==> config.mk <==
export PLATFORM = sky130hd
export DESIGN_NAME = morse_hex_transmitter
export DESIGN_NICKNAME = d
export VERILOG_FILES = /design/src/rtl/morse_hex_transmitter.sv
export SDC_FILE = /design/constraint.sdc
export NUM_CORES = 1
export LEC_CHECK = 0
export CAP_MARGIN = 10
export CORE_MARGIN = 1
export CORE_UTILIZATION = 30
export CTS_CLUSTER_DIAMETER = 150
export CTS_CLUSTER_SIZE = 20
export DETAILED_ROUTE_END_ITERATION = 10
export PLACE_DENSITY = 0.54
export SLEW_MARGIN = 20
export SYNTH_ARGS = -nofsm -noshare
export SYNTH_HDL_FRONTEND = slang
export SYNTH_SLANG_ARGS = --single-unit
==> constraint.sdc <==
create_clock -name clk -period 4.4 [get_ports clk]
set_clock_uncertainty 0.05 [all_clocks]
set_input_delay 0.44 -clock clk [delete_from_list [all_inputs] [get_ports clk]]
set_output_delay 0.44 -clock clk [all_outputs]
set_load 0.05 [all_outputs]
==> src/rtl/morse_hex_transmitter.sv <==
// Morse keyer: latches one hex digit and keys its International Morse code
// as timed marks and spaces, followed by a 3-unit inter-character gap.
module morse_hex_transmitter #(
    parameter int unsigned UNIT_CYCLES = 12_500_000
) (
    input  logic       clk,
    input  logic       rst_n,
    input  logic       start,
    input  logic [3:0] digit,
    output logic       key_out,
    output logic       busy,
    output logic       done
);

    localparam int unsigned CW = (UNIT_CYCLES > 1) ? $clog2(UNIT_CYCLES) : 1;
    localparam logic [CW-1:0] CYC_LAST = CW'(UNIT_CYCLES - 1);

    typedef enum logic [1:0] {
        IDLE  = 2'd0,
        MARK  = 2'd1,
        SPACE = 2'd2,
        GAP   = 2'd3
    } state_t;

    state_t          state_q, state_d;
    logic [CW-1:0]   cyc_q;
    logic [1:0]      unit_q;
    logic [1:0]      unit_last;
    logic [2:0]      len_q;
    logic [4:0]      pat_q;
    logic            unit_tick;
    logic            sym_end;
    logic            accept;
    logic            key_d, busy_d, done_d;
    logic [7:0]      code;

    // {len[2:0], pat[4:0]}: element count and left-justified pattern, 1 = dash.
    function automatic logic [7:0] encode(input logic [3:0] d);
        logic [7:0] c;
        case (d)
            4'h0:    c = {3'd5, 5'b11111};
            4'h1:    c = {3'd5, 5'b01111};
            4'h2:    c = {3'd5, 5'b00111};
            4'h3:    c = {3'd5, 5'b00011};
            4'h4:    c = {3'd5, 5'b00001};
            4'h5:    c = {3'd5, 5'b00000};
            4'h6:    c = {3'd5, 5'b10000};
            4'h7:    c = {3'd5, 5'b11000};
            4'h8:    c = {3'd5, 5'b11100};
            4'h9:    c = {3'd5, 5'b11110};
            4'hA:    c = {3'd2, 5'b01000};
            4'hB:    c = {3'd4, 5'b10000};
            4'hC:    c = {3'd4, 5'b10100};
            4'hD:    c = {3'd3, 5'b10000};
            4'hE:    c = {3'd1, 5'b00000};
            default: c = {3'd4, 5'b00100};
        endcase
        return c;
    endfunction

    assign code      = encode(digit);
    assign unit_tick = (cyc_q == CYC_LAST);

    always_comb begin
        // NOTE: every combinational output gets a default first, so no path
        // through the case can leave a value held and infer a latch.
        unit_last = 2'd0;
        case (state_q)
            MARK:    unit_last = pat_q[4] ? 2'd2 : 2'd0;
            GAP:     unit_last = 2'd2;
            default: unit_last = 2'd0;
        endcase
    end

    assign sym_end = (state_q != IDLE) && unit_tick && (unit_q == unit_last);

    // The edge that closes the gap also accepts a waiting start, so held
    // start yields back-to-back digits separated by exactly the 3U gap.
    assign accept = start && ((state_q == IDLE) || ((state_q == GAP) && sym_end));

    always_ff @(posedge clk or negedge rst_n) begin
        if (!rst_n) begin
            state_q <= IDLE;
        end else begin
            // NOTE: clocked state uses non-blocking assignment so every
            // register samples pre-edge values regardless of block order.
            state_q <= state_d;
        end
    end

    always_comb begin
        state_d = state_q;
        case (state_q)
            IDLE:    if (accept) state_d = MARK;
            MARK:    if (sym_end) state_d = (len_q == 3'd1) ? GAP : SPACE;
            SPACE:   if (sym_end) state_d = MARK;
            GAP:     if (sym_end) state_d = accept ? MARK : IDLE;
            default: state_d = IDLE;
        endcase
    end

    always_comb begin
        key_d  = (state_d == MARK);
        busy_d = (state_d != IDLE);
        done_d = (state_q == GAP) && sym_end;
    end

    always_ff @(posedge clk or negedge rst_n) begin
        if (!rst_n) begin
            key_out <= 1'b0;
            busy    <= 1'b0;
            done    <= 1'b0;
        end else begin
            key_out <= key_d;
            busy    <= busy_d;
            done    <= done_d;
        end
    end

    // Unit/element timing and the shifting symbol store.
    always_ff @(posedge clk or negedge rst_n) begin
        if (!rst_n) begin
            cyc_q  <= '0;
            unit_q <= '0;
            len_q  <= '0;
            pat_q  <= '0;
        end else if (accept) begin
            cyc_q  <= '0;
            unit_q <= '0;
            len_q  <= code[7:5];
            pat_q  <= code[4:0];
        end else if (state_q != IDLE) begin
            cyc_q <= unit_tick ? '0 : cyc_q + CW'(1);
            if (sym_end)
                unit_q <= '0;
            else if (unit_tick)
                unit_q <= unit_q + 2'd1;
            if ((state_q == MARK) && sym_end) begin
                len_q <= len_q - 3'd1;
                pat_q <= pat_q << 1;
            end
        end
    end

endmodule

### Yosys cells after proc, flatten, opt, wreduce, memory -nomap -nowiden

Memory sizes are Yosys's and may differ from the RTL's.
Index checks and enable logic that the tools add are counted.

| cells by class | value |
|---|---|
| add/sub/neg operators | 3 |
| mux-type cells | 22 |
| reductions and logical operators | 14 |
| equal/unequal tests | 7 |

Operators with widths:

| operator | count |
|---|---|
| $mux W24 | 3 |
| $add A24 B1 Y24 const B | 1 |
| $eq A24 B24 Y1 const B | 1 |
| $mux W2 | 9 |
| $mux W5 | 3 |
| $mux W3 | 3 |
| $pmux W2 S4 | 1 |
| $reduce_bool A2 Y1 | 4 |
| $logic_and A1 B1 Y1 | 5 |
| $eq A2 B1 Y1 const B | 2 |
| $eq A2 B2 Y1 const B | 2 |
| $pmux W2 S2 | 1 |
| $reduce_and A2 Y1 | 2 |
| $eq A3 B1 Y1 const B | 1 |
| $reduce_bool A3 Y1 | 1 |
| $sub A3 B1 Y3 const B | 1 |
| $add A2 B1 Y2 const B | 1 |
| $eq A2 B2 Y1 | 1 |
| $logic_not A2 Y1 | 1 |
| $mux W1 | 2 |
| $logic_or A1 B1 Y1 | 1 |

| word-level totals | value |
|---|---|
| register bits after elaboration | 39 |
| memories kept | 1 |
| bits in read-only memories | 128 |
| input port bits | 7 |
| word-level logic and storage cells | 55 |
| output and inout port bits | 3 |

Memory list:

| memory | depth | bits a word | rd ports | clocked after memory_dff | write ports | line | RTL |
|---|---|---|---|---|---|---|---|
| (name not given) | 16 | 8 | 1 | 0 | 0 | 40 | `case (d)` |

### Longest topological paths before layout

Gate-level depths: netlist of the first run.

| depth | value |
|---|---|
| depth after elaboration | 11 |
| gate-level depth with buffers | 9 |
| gate-level depth less buffers | 7 |

### Worst setup path after synthesis of the first run

Ideal clock, no wire load.

| path | value |
|---|---|
| kind | reg2reg |
| start | reg cyc_q[0] |
| end | reg pat_q[0] |
| cell stages (with the launch flop) | 8 |
| setup time | 0.125 ns |
| slack | 1.989 ns |
| path buffers | 1 |
| required time | 4.225 ns |
| arrival time | 2.236 ns |
| clock period less this slack | 2.411 ns |
| cell sequence | dfrtp_1 -> ha_1 -> nand4_4 -> or4_4 -> buf_6 -> nor4_4 -> o21a_4 -> mux2_4 |

| between the ends | value |
|---|---|
| cells in the longest elaborated chain, start to end | 8 |
| elaborated cells on any way between the ends | 11 |
| those cells by class | eq/ne: 1; mux: 1; reduce/logical: 9 |

Ends and longest elaborated chain:

| item | line | RTL |
|---|---|---|
| start, declared | 26 | `logic [CW-1:0] cyc_q;` |
| start signal, assigned | 133 | `cyc_q <= unit_tick ? '0 : cyc_q + CW'(1);` |
| $eq A24 B24 Y1 (*) | 62 | `assign unit_tick = (cyc_q == CYC_LAST);` |
| $logic_and A1 B1 Y1 (*) (2 in a row) | 75 | `assign sym_end = (state_q != IDLE) && unit_tick && (unit_q == unit_last);` |
| $logic_and A1 B1 Y1 (*) | n/a |  |
| net done_d | 34 | `logic key_d, busy_d, done_d;` |
| $logic_or A1 B1 Y1 (*) | 79 | `assign accept = start && ((state_q == IDLE) \|\| ((state_q == GAP) && sym_end));` |
| $logic_and A1 B1 Y1 (*) | 79 |  |
| $reduce_bool A2 Y1 (no source line) | n/a |  |
| $reduce_and A2 Y1 (no source line) | n/a |  |
| end signal, assigned | 131 | `pat_q <= code[4:0];` |
| end signal, assigned | 140 | `pat_q <= pat_q << 1;` |
| end, declared | 30 | `logic [4:0] pat_q;` |

The timed path passes the listed nets; every way through them passes the cells marked *.
A chain may end at the register's enable or synchronous reset.

### Worst setup path in the final report of the first run

| path | value |
|---|---|
| start | reg cyc_q[0] |
| end | reg cyc_q[22] |

| between the ends | value |
|---|---|
| cells in the longest elaborated chain, start to end | 7 |
| elaborated cells on any way between the ends | 11 |
| those cells by class | add/sub: 1; eq/ne: 1; mux: 3; reduce/logical: 6 |

Ends and longest elaborated chain:

| item |
|---|
| branches (longest 7 deep; another with $add A24 B1 Y24) |

Several ways; the timed one is not identified. The select of a mux whose other input is x is not followed.

==> results by group, run 1 <==
Worst setup path
  – CP Launch Point: cyc_q[0]$_DFFE_PN0P_
  – Setup crit start kind: flip-flop
  – Crit Path Max Fanout: 28
  – CP required: 4.53 ns
  – R2R Path Start: cyc_q[0]$_DFFE_PN0P_
  – RR Endpoint: cyc_q[22]$_DFFE_PN0P_
  – Reg2reg path depth: 6
  – Worst setup EP type: flip-flop
  – Worst reg-to-reg setup slack: 1.69 ns
  – Crit Path Category: reg -> reg
  – CP arrival: 2.84 ns

Routing
  – 1st-iter DRT viols: 62
  – Vias/cell: 5.41
  – DR WL/cell: 15.0 um
  – Antenna-violating nets left: 0
  – Detailed-route via count: 2094
  – Residual DRC: 0
  – TritonRoute pass-1 iters: 4
  – Detailed Route WL: 5820 um

Synth
  – Syn Inst Count: 281
  – Top post-synthesis cells by area: dfrtp_1, nand2_1, o21ai_0
  – Distinct cells, synth: 58
  – Synth top cells by count: dfrtp_1, nand2_1, o21ai_0, nand3_1
  – Share of the synthesized area in the top cell type: 37.7%
  – Syn_nets: 295
  – Register bit total from synthesis: 39
  – Ys Warns: 0
  – Mean post-synth cell area: 9.22 um^2
  – Post-Syn Area: 0.00259 mm^2
  – Leading area contributor after synthesis: dfrtp_1
  – Post-synth EDFFs: 0
  – Most common cell in the netlist: dfrtp_1
  – Synth async-reset ratio: 100%
  – Primary FF master, synth: dfrtp_1
  – Seq/Total Area, Yosys: 37.7%

Floorplanning
  – DIE WIDTH: 94.9 um
  – FP Rows: 33
  – Die H: 94.9 um
  – Die area: 0.00901 mm^2
  – I/O pin cnt: 10
  – Core Area: 0.00830 mm^2
  – Initial Utilization: 31.2%

Finish
  – Layout area overhead: 8.16%
  – Final #Nets: 295
  – Fill count: 873
  – Ant. Diodes: 0
  – Post-route insts no fill: 387
  – Area of the multi-input gates: 0.00145 mm^2
  – Register area: 976 um^2
  – Layout cells sized above 1: 9.93%

STA
  – Hold Violations, Final: 0
  – RSZ-0062 raised after global routing: false
  – Tightest Pin Transition: 0.976 ns
  – Max-Slew Margin vs Limit: 34.7%
  – Fmax: 369 MHz
  – Final hold slack: 0.223 ns
  – Setup TNS: 0 ns
  – Final setup violation count: 0
  – Fin crit share: 61.6%
  – Final Slew Violations: 0
  – Fin crit period: 2.71 ns

GRT
  – Antenna violations before repair: 0
  – GRT Resource Usage Total: 13.9%
  – Vias in the first global route: 1947
  – First-pass GRT wire length: 9640 um
  – Gr ovfl total: 0
  – Largest net degree at the start of global routing: 40

Placement
  – Port bufs: 9
  – Hpwl dp: 4070 um
  – Routability cong.: 0.733
  – Placed Cells: 379

Power
  – PwrDens: 347 mW/mm^2
  – Tot Pwr: 0.971 mW
  – VDD IR-drop max: 109 uV
  – Pleak: 1.13 nW

CTS
  – # hold bufs at CTS: 0
  – CTS root buf: clkbuf_8
  – CTS H-Tree Depth: 2
  – Clk buf depth: 2
  – TritonCTS clock tree: yes
  – Post-CTS sizing: 0
  – CTS Buf Count: 5
  – Clock Sinks: 39
  – Skew-Pair Late Insertion Delay: 0.30 ns
  – Clock transition time at the flip-flop clock pins of the worst setup and hold paths: 0.08 ns
  – Post-CTS setup buffer count: 0

Flow run
  – Max Cap Viol: 0

Min path
  – Worst hold path type: in -> async

Outcome
  – Status: finished clean
## critical path, cell delays in order, from the launching register on
cell and delay (ns):
dfrtp_1 0.41, ha_1 0.27, nand4_4 0.18, or4_4 0.55, o21a_1 0.54, and3_1 0.34, a211o_1 0.26
## worst max path at each step
stage | to | slack, ns
2_1_floorplan | pat_q[0]$_DFFE_PN0P_ | 1.99
4_1_cts | cyc_q[22]$_DFFE_PN0P_ | 1.69
5_1_grt | cyc_q[22]$_DFFE_PN0P_ | 1.54
6_report | cyc_q[22]$_DFFE_PN0P_ | 1.69
3_5_place_dp | cyc_q[22]$_DFFE_PN0P_ | 1.70
3_3_place_gp | cyc_q[22]$_DFFE_PN0P_ | 1.77
## per-stage QoR
stage	worst slack (ns)	util [%]	instance area, um^2
6_report	1.69	33.8	2800
5_1_grt	1.54	33.8	2800
4_1_cts	1.69	33.8	2800
3_5_place_dp	1.70	32.5	2700
3_3_place_gp	1.77	32.5	2700
2_1_floorplan	1.99	-	2590
## logic make-up (layout without fill, tap and decap cells)
logic type	count (synthesis)	count (layout)	share of synthesized area, %
AO/OA/AOI/OAI	78	78	20.5
XOR/XNOR	10	10	3.38
adder cells (fa/ha/maj)	7	7	3.38
buffers and inverters	31	32	6.52
flip-flops	39	39	37.7
multiplexers	7	7	2.90
AND/OR/NAND/NOR	109	109	25.7
## sequential cells by signal, summed over array words and instances (netlist names)
register and flops:
cyc_q 24, pat_q 5, len_q 3, state_q 2, unit_q 2, busy 1, done 1, key_out 1
## placed cells by master (no fill, tap or decap), types with 2 or more instances in the layout
cell type / instances
nor4_1: 5
nand3_1: 14
nand2b_1: 6
xnor2_1: 6
xor2_1: 4
o21a_1: 2
nand4_1: 6
and3_1: 5
a21oi_1: 8
nand4_4: 2
o211ai_1: 5
clkbuf_8: 7
dfrtp_1: 39
mux2i_1: 6
buf_4: 2
nor2_1: 8
o41ai_1: 3
o221ai_1: 2
or3_2: 2
o21ai_0: 22
nand2_1: 32
inv_1: 13
a41oi_1: 4
a22o_1: 2
o2111ai_1: 2
or3_1: 3
and2_1: 6
nor3_1: 6
clkdlybuf4s50_1: 8
nor4_4: 3
a31oi_1: 13
a21o_1: 3
and4_1: 2
ha_1: 7
## area by class of cell
cell class / instances / area share [%]
Inverter: 13 / 1.74
Timing Repair Buffer: 11 / 3.57
Clock buffer: 8 / 3.57
Multi-Input combinational cell: 211 / 51.6
Sequential cell: 39 / 34.8
Tap cell: 105 / 4.69
## report_power, final
group	internal, mW	switching (mW)
Sequential	0.420	0.100
Combinational	0.0893	0.0905
Clock	0.143	0.128
Total	0.653	0.319
## metal layers
| metal | vias up | share of wire, % | global-route usage [%] | wire length, um |
|---|---|---|---|---|
| met4 | 0 | 0.89 | 3.79 | 52 |
| met2 | 27 | 48 | 23.6 | 2780 |
| li1 | 1044 | - | - | - |
| met1 | 1018 | 49 | 18.0 | 2860 |
| met5 | - | 0 | 0 | 0 |
| met3 | 5 | 2.1 | 2.66 | 123 |
Power figures use the tool's default switching activity.
==> run 2, diff against run 1 <==
Clock period 4.4 ns to 2.8 ns, I/O delays scaled along.
==> results by group, run 2 (synthesis results as in run 1) <==
Routing
  – 1st-iter DRT viols: 95 (was 62)
  – Detailed Route WL: 5860 um (was 5820 um)
  – Antenna-violating nets left: 0 (unchanged)
  – Vias/cell: 5.42 (was 5.41)
  – TritonRoute pass-1 iters: 4 (unchanged)
  – DR WL/cell: 14.9 um (was 15.0 um)
  – Residual DRC: 0 (unchanged)
  – Detailed-route via count: 2135 (was 2094)

Floorplanning
  – Die area: 0.00901 mm^2 (unchanged)
  – DIE WIDTH: 94.9 um (unchanged)
  – Core Area: 0.00830 mm^2 (unchanged)
  – Die H: 94.9 um (unchanged)
  – Initial Utilization: 31.2% (unchanged)
  – I/O pin cnt: 10 (unchanged)
  – FP Rows: 33 (unchanged)

GRT
  – Vias in the first global route: 2008 (was 1947)
  – First-pass GRT wire length: 9850 um (was 9640 um)
  – GRT Resource Usage Total: 14.1% (was 13.9%)
  – Gr ovfl total: 0 (unchanged)
  – Largest net degree at the start of global routing: 40 (unchanged)
  – Antenna violations before repair: 0 (unchanged)

Power
  – Clock power frac: 27.6% (was 28.0%)
  – P_int: 1.03 mW (was 0.653 mW)
  – VDD IR-drop max: 170 uV (was 109 uV)
  – Flop pwr share: 53.1% (was 53.5%)
  – Pleak: 1.16 nW (was 1.13 nW)
  – Psw: 0.499 mW (was 0.319 mW)
  – Gate power share: 19.3% (was 18.5%)
  – PwrDens: 536 mW/mm^2 (was 347 mW/mm^2)
  – Switching share of power: 32.6% (was 32.8%)

CTS
  – Clock Sinks: 39 (unchanged)
  – Clk buf depth: 2 (unchanged)
  – Post-CTS sizing: 0 (unchanged)
  – TritonCTS clock tree: yes (unchanged)
  – Post-CTS setup buffer count: 0 (unchanged)
  – # hold bufs at CTS: 0 (unchanged)
  – Skew-Pair Late Insertion Delay: 0.30 ns (about the same)
  – Clock transition time at the flip-flop clock pins of the worst setup and hold paths: 0.08 ns (about the same)
  – CTS root buf: clkbuf_8 (unchanged)
  – CTS Buf Count: 5 (unchanged)
  – CTS H-Tree Depth: 2 (unchanged)

Worst setup path
  – CP required: 2.90 ns (was 4.53 ns)
  – CP arrival: 2.67 ns (was 2.84 ns)
  – R2R Path Start: cyc_q[0]$_DFFE_PN0P_ (unchanged)
  – RR Endpoint: cyc_q[18]$_DFFE_PN0P_ (was cyc_q[22]$_DFFE_PN0P_)
  – Worst reg-to-reg setup slack: 0.23 ns (was 1.69 ns)
  – Setup crit start kind: flip-flop (unchanged)
  – Worst setup EP type: flip-flop (unchanged)
  – Crit Path Category: reg -> reg (unchanged)
  – Crit Path Max Fanout: 16 (was 28)
  – Reg2reg path depth: 7 (was 6)

Finish
  – Ant. Diodes: 0 (unchanged)
  – Layout cells sized above 1: 12.1% (was 9.93%)
  – Max reg flops: 24 (unchanged)
  – Final #Nets: 302 (was 295)
  – Most frequent cells in the layout: dfrtp_1, nand2_1, o21ai_0, nand3_1 (unchanged)
  – Most common cell after layout, fill and taps aside: dfrtp_1 (unchanged)
  – Largest Register: cyc_q (unchanged)
  – Layout area overhead: 10.2% (was 8.16%)
  – Top Registers: cyc_q x24, pat_q x5, len_q x3 (unchanged)

STA
  – Final worst slack: 0.229 ns (was 1.69 ns)
  – Final setup violation count: 0 (unchanged)
  – Fmax: 389 MHz (was 369 MHz)
  – Fin crit period: 2.57 ns (was 2.71 ns)
  – RSZ-0062 raised after global routing: false (unchanged)
  – Fin crit share: 91.8% (was 61.6%)
  – Final Slew Violations: 0 (unchanged)
  – Max-Slew Margin vs Limit: 33.8% (was 34.7%)
  – Tightest Pin Transition: 0.989 ns (was 0.976 ns)
  – Setup TNS: 0 ns (unchanged)
  – Hold Violations, Final: 0 (unchanged)

Min path
  – Worst hold path type: in -> async (unchanged)

Placement
  – Port bufs: 9 (unchanged)
  – Hpwl dp: 4180 um (was 4070 um)
  – Pre-CTS WS: 0.262 ns (was 1.70 ns)
  – Routability cong.: 0.767 (was 0.733)

Outcome
  – Status: finished clean (unchanged)

Flow run
  – Max Cap Viol: 0 (unchanged)
==> run 2: worst max-delay path by stage <==
stage	from	end	slack [ns]	cells past startpoint
final	cyc_q[0]$_DFFE_PN0P_	cyc_q[18]$_DFFE_PN0P_	0.23	7
after global routing	cyc_q[0]$_DFFE_PN0P_	cyc_q[18]$_DFFE_PN0P_	0.05	7
after CTS	cyc_q[0]$_DFFE_PN0P_	cyc_q[18]$_DFFE_PN0P_	0.24	7
after detailed placement	cyc_q[0]$_DFFE_PN0P_	cyc_q[18]$_DFFE_PN0P_	0.26	7
after global placement	cyc_q[0]$_DFFE_PN0P_	cyc_q[18]$_DFFE_PN0P_	0.34	7
after floorplan	cyc_q[0]$_DFFE_PN0P_	pat_q[0]$_DFFE_PN0P_	0.39	7
==> run 2: stage by stage <==
stage	cells	area [um^2]	hold WS (ns)	power (mW)	util [%]
after floorplan	281	2590	-0.0656	1.04	-
after global placement	386	2750	0.417	1.11	33.2
after detailed placement	386	2750	0.421	1.12	33.2
after CTS	394	2850	0.0966	1.54	34.4
after global routing	394	2850	0.131	1.63	34.4
final	394	2850	0.0640	1.53	34.4
==> run 2: power by group through the flow <==
stage	logic [mW]	clock network, mW	registers (mW)
after global placement	0.294	0	0.818
final	0.295	0.423	0.812
after global routing	0.336	0.463	0.830
after detailed placement	0.295	0	0.821
after floorplan	0.267	0	0.772
after CTS	0.298	0.436	0.810
==> run 2: metal layers <==
metal	wire [um]	track usage [%]	up-vias
li1	-	-	1057
met1	2780	18.4	1036
met2	2830	23.3	32
met3	163	2.33	10
met4	90	5.18	0
met5	0	0	-
==> run 2: layout make-up <==
class,count,area (um^2)
Sequential cell,39,976
Timing Repair Buffer,18,153
Clock buffer,8,100
Fill cell,862,5450
Tap cell,105,131
Inverter,13,48.8
Multi-Input combinational cell,211,1450
==> run 2: worst max-delay path, stage by stage, from the launching register on <==
cell     delay, ns
dfrtp_1       0.40
ha_1          0.26
nand4_4       0.18
or4_4         0.56
o21a_1        0.41
buf_4         0.28
a41oi_1       0.21
a31oi_1       0.06
==> run 3, diff against run 2 <==
Clock period 2.8 ns to 3.12 ns, I/O delays scaled along.
==> results by group, run 3 (synthesis results as in run 1) <==
CTS
  – # hold bufs at CTS: 0 (unchanged)
  – CTS Buf Count: 5 (unchanged)
  – Post-CTS sizing: 0 (unchanged)
  – Clock transition time at the flip-flop clock pins of the worst setup and hold paths: 0.08 ns (about the same)
  – CTS H-Tree Depth: 2 (unchanged)
  – Post-CTS setup buffer count: 0 (unchanged)
  – Clock Sinks: 39 (unchanged)
  – Clk buf depth: 2 (unchanged)
  – Skew-Pair Late Insertion Delay: 0.30 ns (about the same)
  – TritonCTS clock tree: yes (unchanged)
  – CTS root buf: clkbuf_8 (unchanged)

Worst setup path
  – Setup crit start kind: flip-flop (unchanged)
  – Crit Path Max Fanout: 9 (was 16)
  – Crit Path Category: reg -> reg (unchanged)
  – Reg2reg path depth: 6 (was 7)
  – CP required: 3.26 ns (was 2.90 ns)
  – CP arrival: 2.73 ns (was 2.67 ns)
  – Worst setup EP type: flip-flop (unchanged)

Power
  – VDD IR-drop max: 174 uV (was 170 uV)
  – Pleak: 1.13 nW (was 1.16 nW)
  – PwrDens: 475 mW/mm^2 (was 536 mW/mm^2)

STA
  – Final hold slack: 0.0924 ns (was 0.0640 ns)
  – Fin crit period: 2.59 ns (was 2.57 ns)
  – Fmax: 386 MHz (was 389 MHz)
  – Max-Slew Margin vs Limit: 35.7% (was 33.8%)
  – Final Slew Violations: 0 (unchanged)
  – Tightest Pin Transition: 0.961 ns (was 0.989 ns)
  – RSZ-0062 raised after global routing: false (unchanged)
  – Fin crit share: 83.1% (was 91.8%)
  – Setup TNS: 0 ns (unchanged)
  – Final setup violation count: 0 (unchanged)
  – Hold Violations, Final: 0 (unchanged)

Outcome
  – Status: finished clean (unchanged)

Finish
  – Max reg flops: 24 (unchanged)
  – Top Registers: cyc_q x24, pat_q x5, len_q x3 (unchanged)
  – Layout area overhead: 8.31% (was 10.2%)
  – Finished layout cell area: 0.00281 mm^2 (was 0.00285 mm^2)
  – Fill count: 851 (was 862)
  – Post-route insts no fill: 390 (was 394)
  – Most common cell after layout, fill and taps aside: dfrtp_1 (unchanged)
  – Ant. Diodes: 0 (unchanged)
  – Most frequent cells in the layout: dfrtp_1, nand2_1, o21ai_0, nand3_1 (unchanged)
  – Final #Nets: 298 (was 302)
  – Final Util: 33.8% (was 34.4%)
  – Layout cells sized above 1: 10.5% (was 12.1%)
  – Largest Register: cyc_q (unchanged)

GRT
  – Antenna violations before repair: 0 (unchanged)
  – Largest net degree at the start of global routing: 40 (unchanged)
  – Vias in the first global route: 1986 (was 2008)
  – Gr ovfl total: 0 (unchanged)
  – First-pass GRT wire length: 9950 um (was 9850 um)
  – GRT Resource Usage Total: 14.3% (was 14.1%)

Floorplanning
  – FP Rows: 33 (unchanged)
  – Die H: 94.9 um (unchanged)
  – Initial Utilization: 31.2% (unchanged)
  – Core Area: 0.00830 mm^2 (unchanged)
  – I/O pin cnt: 10 (unchanged)
  – DIE WIDTH: 94.9 um (unchanged)
  – Die area: 0.00901 mm^2 (unchanged)

Flow run
  – Max Cap Viol: 0 (unchanged)

Routing
  – Vias/cell: 5.30 (was 5.42)
  – 1st-iter DRT viols: 84 (was 95)
  – Detailed-route via count: 2068 (was 2135)
  – Detailed Route WL: 5770 um (was 5860 um)
  – TritonRoute pass-1 iters: 4 (unchanged)
  – Antenna-violating nets left: 0 (unchanged)
  – Residual DRC: 0 (unchanged)
  – DR WL/cell: 14.8 um (was 14.9 um)

Min path
  – Worst hold path type: in -> async (unchanged)

Placement
  – Hpwl dp: 4040 um (was 4180 um)
  – Routability cong.: 0.741 (was 0.767)
  – Placement Cell Area: 0.00272 mm^2 (was 0.00275 mm^2)
  – Port bufs: 9 (unchanged)
  – Placed Cells: 382 (was 386)
## run 3: area by class of cell
cell class	count	area, um^2	share of cell area [%]
multi-input combinational	211	1450	51.5
timing repair buffer	14	123	4.37
tap	105	131	4.68
inverter	13	48.8	1.74
clock inverter	1	5.00	0.178
clock buffer	7	76.3	2.72
sequential	39	976	34.8
## run 3: metrics by stage
step | power [mW] | setup WS [ns]
after floorplan | 0.933 | 0.709
after global placement | 0.994 | 0.595
after detailed placement | 0.999 | 0.549
after CTS | 1.35 | 0.536
after global routing | 1.42 | 0.383
final | 1.33 | 0.528
## run 3: critical path, cell delays in order, from the launching register on
cell,delay (ns)
dfrtp_1,0.40
ha_1,0.27
nand4_4,0.18
or4_4,0.55
nor4_4,0.51
o21a_4,0.23
mux2_4,0.29
## run 3: where the power goes
group | total [mW] | leakage (nW) | switching [mW] | internal (mW)
clock | 0.343 | 0.0422 | 0.186 | 0.157
combinational | 0.258 | 0.632 | 0.130 | 0.128
sequential | 0.730 | 0.458 | 0.138 | 0.592
total | 1.33 | 1.13 | 0.455 | 0.878
## run 3: layer usage
| layer | routed length (um) | vias to the layer above | share of wire, % | global-route usage [%] |
|---|---|---|---|---|
| li1 | - | 1051 | - | - |
| met1 | 2820 | 989 | 49 | 19.1 |
| met2 | 2700 | 20 | 47 | 23.0 |
| met3 | 162 | 8 | 2.8 | 2.74 |
| met4 | 86 | 0 | 1.5 | 4.92 |
| met5 | 0 | - | 0 | 0 |
## run 3: worst paths after layout
check                                          start  slack [ns]               endpoint
worst max register to register  cyc_q[0]$_DFFE_PN0P_        0.53   pat_q[0]$_DFFE_PN0P_
min in group clk                pat_q[0]$_DFFE_PN0P_        0.47   pat_q[1]$_DFFE_PN0P_
worst max-delay path            cyc_q[0]$_DFFE_PN0P_        0.53   pat_q[0]$_DFFE_PN0P_
worst min-delay path                           rst_n        0.09  cyc_q[18]$_DFFE_PN0P_
worst min register to register  pat_q[0]$_DFFE_PN0P_        0.47   pat_q[1]$_DFFE_PN0P_
max in group asynchronous                      rst_n        2.36   cyc_q[2]$_DFFE_PN0P_
